===== src/rtl/vga_pixel_unpacker_if.sv =====
// Pixel-stream and show-ahead FIFO signals shared between the VGA timing side and the unpacker.
interface vga_pixel_unpacker_if;
   logic         frame_start;
   logic         pixel_req;
   logic         data_fifo_empty;
   logic [127:0] data_fifo_rd_data;
   logic         vga_rd_valid;
   logic [23:0]  pixel_data;
   logic         pixel_valid;

   modport master (
      input  frame_start, pixel_req, data_fifo_empty, data_fifo_rd_data,
      output vga_rd_valid, pixel_data, pixel_valid
   );

   modport slave (
      output frame_start, pixel_req, data_fifo_empty, data_fifo_rd_data,
      input  vga_rd_valid, pixel_data, pixel_valid
   );
endinterface


===== src/rtl/vga_pixel_unpacker.sv =====
// Unpacks 128-bit FIFO words into four 24-bit RGB pixels on VGA request, with
// frame tracking, underflow substitution and sticky status flags.
module vga_pixel_unpacker #(
   parameter int          IMAGE_WIDTH     = 640,
   parameter int          IMAGE_HEIGHT    = 480,
   parameter logic [23:0] UNDERFLOW_COLOR = 24'hFF00FF
) (
   input  logic                 clk,
   input  logic                 reset,
   vga_pixel_unpacker_if.master bus,
   input  logic                 underflow_clr,
   output logic                 underflow,
   output logic [15:0]          underflow_count,
   output logic                 frame_err
);
   localparam int TOTAL = IMAGE_WIDTH * IMAGE_HEIGHT;
   localparam int CNT_W = $clog2(TOTAL + 1);
   localparam logic [CNT_W-1:0] TOTAL_C = CNT_W'(TOTAL);

   typedef enum logic [1:0] {IDLE, ACTIVE, DONE} state_t;

   state_t            state_q, state_d;
   logic [3:0][31:0]  buf_q, buf_d;
   logic              vld_q, vld_d;
   logic [1:0]        idx_q, idx_d;
   logic [CNT_W-1:0]  cnt_q, cnt_d;
   logic              pv_q, pv_d;
   logic [23:0]       pd_q, pd_d;
   logic              uf_q, uf_d;
   logic [15:0]       ufc_q, ufc_d;
   logic              ferr_q, ferr_d;
   logic              in_frame, consume, pop;

   always_ff @(posedge clk) begin
      if (reset) begin
         state_q <= IDLE;
         buf_q   <= '0;
         vld_q   <= 1'b0;
         idx_q   <= 2'd0;
         cnt_q   <= '0;
         pv_q    <= 1'b0;
         pd_q    <= 24'h0;
         uf_q    <= 1'b0;
         ufc_q   <= 16'h0;
         ferr_q  <= 1'b0;
      end else begin
         state_q <= state_d;
         buf_q   <= buf_d;
         vld_q   <= vld_d;
         idx_q   <= idx_d;
         cnt_q   <= cnt_d;
         pv_q    <= pv_d;
         pd_q    <= pd_d;
         uf_q    <= uf_d;
         ufc_q   <= ufc_d;
         ferr_q  <= ferr_d;
      end
   end

   always_comb begin
      state_d = state_q;
      buf_d   = buf_q;
      vld_d   = vld_q;
      idx_d   = idx_q;
      pv_d    = bus.pixel_req;
      pd_d    = pd_q;
      uf_d    = uf_q;
      ufc_d   = ufc_q;
      ferr_d  = ferr_q;
      pop     = 1'b0;

      // A frame_start makes this cycle's request the first pixel of the new frame.
      in_frame = (state_q == ACTIVE) || bus.frame_start;
      consume  = bus.pixel_req && in_frame;

      cnt_d = bus.frame_start ? '0 : cnt_q;
      if (consume) cnt_d = cnt_d + CNT_W'(1);
      if (in_frame) state_d = (cnt_d == TOTAL_C) ? DONE : ACTIVE;
      if (bus.frame_start && state_q == ACTIVE) ferr_d = 1'b1;

      if (bus.pixel_req) pd_d = 24'h0;
      if (consume) begin
         if (vld_q) begin
            pd_d  = buf_q[idx_q][23:0];
            idx_d = idx_q + 2'd1;
            if (idx_q == 2'd3) vld_d = 1'b0;
         end else begin
            pd_d = UNDERFLOW_COLOR;
            uf_d = 1'b1;
            if (ufc_q != 16'hFFFF) ufc_d = ufc_q + 16'd1;
         end
      end
      if (underflow_clr) begin
         uf_d  = 1'b0;
         ufc_d = 16'h0;
      end

      // Refill as soon as the buffer is (or is about to be) empty; held off in reset.
      pop = !bus.data_fifo_empty && !vld_d && !reset;
      if (pop) begin
         buf_d = bus.data_fifo_rd_data;
         vld_d = 1'b1;
         idx_d = 2'd0;
      end
   end

   assign bus.vga_rd_valid = pop;
   assign bus.pixel_valid  = pv_q;
   assign bus.pixel_data   = pd_q;
   assign underflow        = uf_q;
   assign underflow_count  = ufc_q;
   assign frame_err        = ferr_q;
endmodule


===== src/flat_wrapper.sv =====
// flat-port wrapper written by rule: the top's interface ports become plain ports
module vga_pixel_unpacker_flat 
#(
   parameter int          IMAGE_WIDTH     = 640,
   parameter int          IMAGE_HEIGHT    = 480,
   parameter logic [23:0] UNDERFLOW_COLOR = 24'hFF00FF
)
  (clk, reset, underflow_clr, underflow, underflow_count, frame_err, bus_frame_start, bus_pixel_req, bus_data_fifo_empty, bus_data_fifo_rd_data, bus_vga_rd_valid, bus_pixel_data, bus_pixel_valid);
  vga_pixel_unpacker_if bus_i ();
  input  logic clk;
  input  logic reset;
  input  logic underflow_clr;
  output logic underflow;
  output logic [15:0] underflow_count;
  output logic frame_err;
  input wire logic [$bits(bus_i.frame_start)-1:0] bus_frame_start;
  input wire logic [$bits(bus_i.pixel_req)-1:0] bus_pixel_req;
  input wire logic [$bits(bus_i.data_fifo_empty)-1:0] bus_data_fifo_empty;
  input wire logic [$bits(bus_i.data_fifo_rd_data)-1:0] bus_data_fifo_rd_data;
  output wire logic [$bits(bus_i.vga_rd_valid)-1:0] bus_vga_rd_valid;
  output wire logic [$bits(bus_i.pixel_data)-1:0] bus_pixel_data;
  output wire logic [$bits(bus_i.pixel_valid)-1:0] bus_pixel_valid;
  assign bus_i.frame_start = bus_frame_start;
  assign bus_i.pixel_req = bus_pixel_req;
  assign bus_i.data_fifo_empty = bus_data_fifo_empty;
  assign bus_i.data_fifo_rd_data = bus_data_fifo_rd_data;
  assign bus_vga_rd_valid = bus_i.vga_rd_valid;
  assign bus_pixel_data = bus_i.pixel_data;
  assign bus_pixel_valid = bus_i.pixel_valid;
  vga_pixel_unpacker #(.IMAGE_WIDTH(IMAGE_WIDTH), .IMAGE_HEIGHT(IMAGE_HEIGHT), .UNDERFLOW_COLOR(UNDERFLOW_COLOR)) u_core (.clk(clk), .reset(reset), .bus(bus_i), .underflow_clr(underflow_clr), .underflow(underflow), .underflow_count(underflow_count), .frame_err(frame_err));
endmodule

===== config.mk =====
export PLATFORM = sky130hd
export DESIGN_NAME = vga_pixel_unpacker_flat
export DESIGN_NICKNAME = d
export VERILOG_FILES = /design/src/rtl/vga_pixel_unpacker_if.sv /design/src/rtl/vga_pixel_unpacker.sv /design/src/flat_wrapper.sv
export SDC_FILE = /design/constraint.sdc
export NUM_CORES = 1
export LEC_CHECK = 0
export BUFFER_PORTS_ARGS = -buffer_cell sky130_fd_sc_hd__buf_2
export CAP_MARGIN = 25
export CELL_PAD_IN_SITES_DETAIL_PLACEMENT = 1
export CELL_PAD_IN_SITES_GLOBAL_PLACEMENT = 1
export CORE_MARGIN = 2
export CORE_UTILIZATION = 41
export CTS_BUF_LIST = sky130_fd_sc_hd__clkbuf_8
export DETAILED_ROUTE_END_ITERATION = 8
export GPL_TIMING_DRIVEN = 1
export PLACE_DENSITY_LB_ADDON = 0.05
export SYNTH_ARGS = -nofsm -noshare
export SYNTH_HDL_FRONTEND = slang
export SYNTH_SLANG_ARGS = --single-unit

===== constraint.sdc =====
create_clock -name clk -period 4 [get_ports clk]
set_input_delay 0.6 -clock clk [delete_from_list [all_inputs] [get_ports clk]]
set_output_delay 0.6 -clock clk [all_outputs]
set_load 0.005 [all_outputs]

==> flow_summary.json <==
{
  "clock-root-buffer": "clkbuf_8",
  "drcViolationCount": 0,
  "floorplan.rows": 46,
  "cp.required_ps": 3400,
  "postSynthRegisterBits": 163,
  "drive_gt1_frac": 0.302,
  "mostFrequentLayoutCells": "dfxtp_1, buf_2, a22o_1",
  "grt_setup_unrepaired": "false",
  "post_synth_instance_area_um2": 6510,
  "hold_viol": 0,
  "finalInstanceArea_um2": 7760,
  "synth-simple-area-share": 0.125,
  "synth-edff-count": 0,
  "grt_first_pass_wirelength_um": 28100,
  "postSynth.topFlopCell": "dfxtp_1",
  "drt_first_pass_iters": 4,
  "syn_area_per_cell_um2": 10.8,
  "setup.reg_to_reg.worst_slack_ps": 940,
  "max_slew.worst_pin.slew_ps": 1010,
  "port_buffers": 145,
  "grt_pass1_vias": 5293,
  "die_height_um": 130,
  "dp_hpwl_um": 12300,
  "post_synth_mux_area_share": 0.0877,
  "layout.nets": 869,
  "ant_nets": 0,
  "synth-compound-area-share": 0.204,
  "ys_types": 59,
  "ctsResizeCount": 0,
  "finClkSkew_ps": 13.4,
  "cts.sink_count": 163,
  "timing_max_transition_violations_final": 0,
  "crit_path_class": "register to output pin",
  "totalWireLength_um": 17500,
  "synth-warning-count": 0,
  "vdd.ir_drop.worst_mv": 0.235,
  "hp-class": "input port to register",
  "floorplan.die_area_um2": 16900,
  "routabilityCongestion": 0.800,
  "cts_tree": "yes",
  "grt_antenna_before_repair": 4,
  "maximum_number_of_pins_on_one_net_before_global_route_repair": 97,
  "clk_pin_slew_worst_paths_ps": 100,
  "setup.worst_path.end_class": "output pin",
  "syn2layout_area_growth_pct": 19.3,
  "timing.max_slew.rel_slack": 0.319,
  "mappedNetlistNets": 742,
  "setup_total_negative_slack_ps": 0,
  "max_freq_ghz": 0.322,
  "placement.cell_area_um2": 7370,
  "final_period_minus_worst_setup_slack_ps": 3100,
  "status": "complete, no violations",
  "layout_commonest_cell": "dfxtp_1",
  "clkLatencyLatePin_ps": 460,
  "iter_0_drt_violations": 264,
  "detailedPlace.worstSlack_ps": 740,
  "leakagePower_uw": 0.00313,
  "cts.htree.levels": 4,
  "design.core.area_um2": 15700,
  "power.density_cell_area_nw_per_um2": 412,
  "synth_area_in_xor_xnor": 0.0390,
  "setup.worst_path.start_class": "register",
  "floorplan.io_pins": 178,
  "detail_route.wl_per_cell_um": 18.2,
  "fillCellCount": 1797,
  "post_synth_fa_ha_maj_area_fraction": 0.00577,
  "via_to_cell_ratio": 5.41,
  "route.vias.total": 5204,
  "start_util": 0.414,
  "timing.max_cap.violations": 0,
  "synth-async-reset-ratio": 0,
  "die_x_um": 130,
  "worst_slack_ps": 896,
  "cts_buffers": 17,
  "cts-hold-fix-buffers": 0,
  "timing.final.crit_share": 0.776,
  "synth_seq_area_share": 0.502,
  "cts.repair_timing.setup_buffer_count": 0,
  "synth_top_family_by_area": "compound AO/OA/AOI/OAI gates",
  "cts_max_path_buffers": 2,
  "postSynthCellCount": 605,
  "overflow": 0,
  "setup_violations": 0,
  "worstPathMaxFanout": 18,
  "grt_usage": 0.214,
  "cp.arrival_ps": 2500
}
-- synth_stat cells, types with 4 or more instances --
cell type	count	share of area
a22o_1	96	0.13
o21ai_0	21	0.016
dfxtp_1	163	0.50
xnor2_1	13	0.018
a21oi_1	27	0.021
xor2_1	16	0.022
nand2_1	31	0.018
nor2_1	54	0.031
nor4_1	4	0.0038
mux4_2	24	0.083
nor3_1	5	0.0038
or3_1	4	0.0038
nand4b_1	4	0.0054
nand4_1	6	0.0058
buf_4	5	0.0058
clkbuf_1	27	0.016
nand3_1	12	0.0092
a22oi_1	8	0.0092
and3_1	6	0.0058
buf_1	4	0.0023
buf_2	8	0.0062
inv_1	5	0.0029
nor2b_1	7	0.0067
o211ai_1	5	0.0058
-- per-layer routing --
layer / track usage / wire (um) / share of wire / vias to the layer above
li1: - / - / - / 2514
met1: 0.273 / 7860 / 0.45 / 2564
met3: 0.0808 / 1050 / 0.060 / 14
met2: 0.350 / 8490 / 0.48 / 108
met4: 0.0424 / 104 / 0.0059 / 4
met5: 0 / 24 / 0.0014 / -
-- stage by stage --
step,hold WS (ps),instances,total power [uW],util
floorplan,437,605,1940,-
global placement,444,929,2040,0.469
detailed placement,449,929,2060,0.469
CTS,303,961,3240,0.494
global route,301,961,3350,0.494
finish,341,962,3200,0.494
-- kinds of logic (layout without fill, tap and decap cells) --
group,after synthesis,count (layout)
AOI/OAI and AO/OA,176,176
xor gates and xnor gates,29,29
adders and majority gates,3,3
buffers and inverters,53,193
DFF,163,163
muxes,27,27
other,0,1
and+or+nand+nor,154,154
-- sequential cells by signal, indices dropped and copies added (netlist names) --
name / count
u_core.buf_q: 96
u_core.bus.pixel_data: 24
u_core.cnt_q: 19
u_core.underflow_count: 16
u_core.idx_q: 2
u_core.state_q: 2
u_core.bus.pixel_valid: 1
u_core.frame_err: 1
u_core.underflow: 1
u_core.vld_q: 1
-- worst max-delay path, cell delays in order (launching register included) --
cell,delay [ps]
dfxtp_1,350
nand2b_1,330
a21oi_1,230
buf_4,230
nand2_1,110
a21oi_1,410
nor2b_4,240
buf_2,140
-- area by class of cell --
type	instances	area, um2	area share
well taps	216	270	0.0348
flip-flops and latches	163	3260	0.421
clock inverters	14	136	0.0176
multi-input cells	389	3020	0.390
inverters	8	30.0	0.00387
repair buffers	153	786	0.101
diodes	1	2.50	0.000322
clock buffers	18	248	0.0319
-- worst paths after layout --
path | from | to | depth (start not counted)
min | bus_data_fifo_empty | u_core.vld_q | 2
max reg2reg | u_core.state_q[1] | u_core.buf_q[45] | 8
min reg2reg | u_core.bus.pixel_data[5] | u_core.bus.pixel_data[5] | 2
max | u_core.state_q[1] | bus_vga_rd_valid | 7
-- where the power goes --
group / leakage, uW / switching, uW / internal, uW / total (uW)
Sequential: 0.00133 / 42.9 / 1700 / 1740
Combinational: 0.00160 / 142 / 137 / 279
Clock: 0.000193 / 695 / 480 / 1180
Total: 0.00313 / 880 / 2310 / 3200
Note: power is estimated with default switching activity, not from simulation.
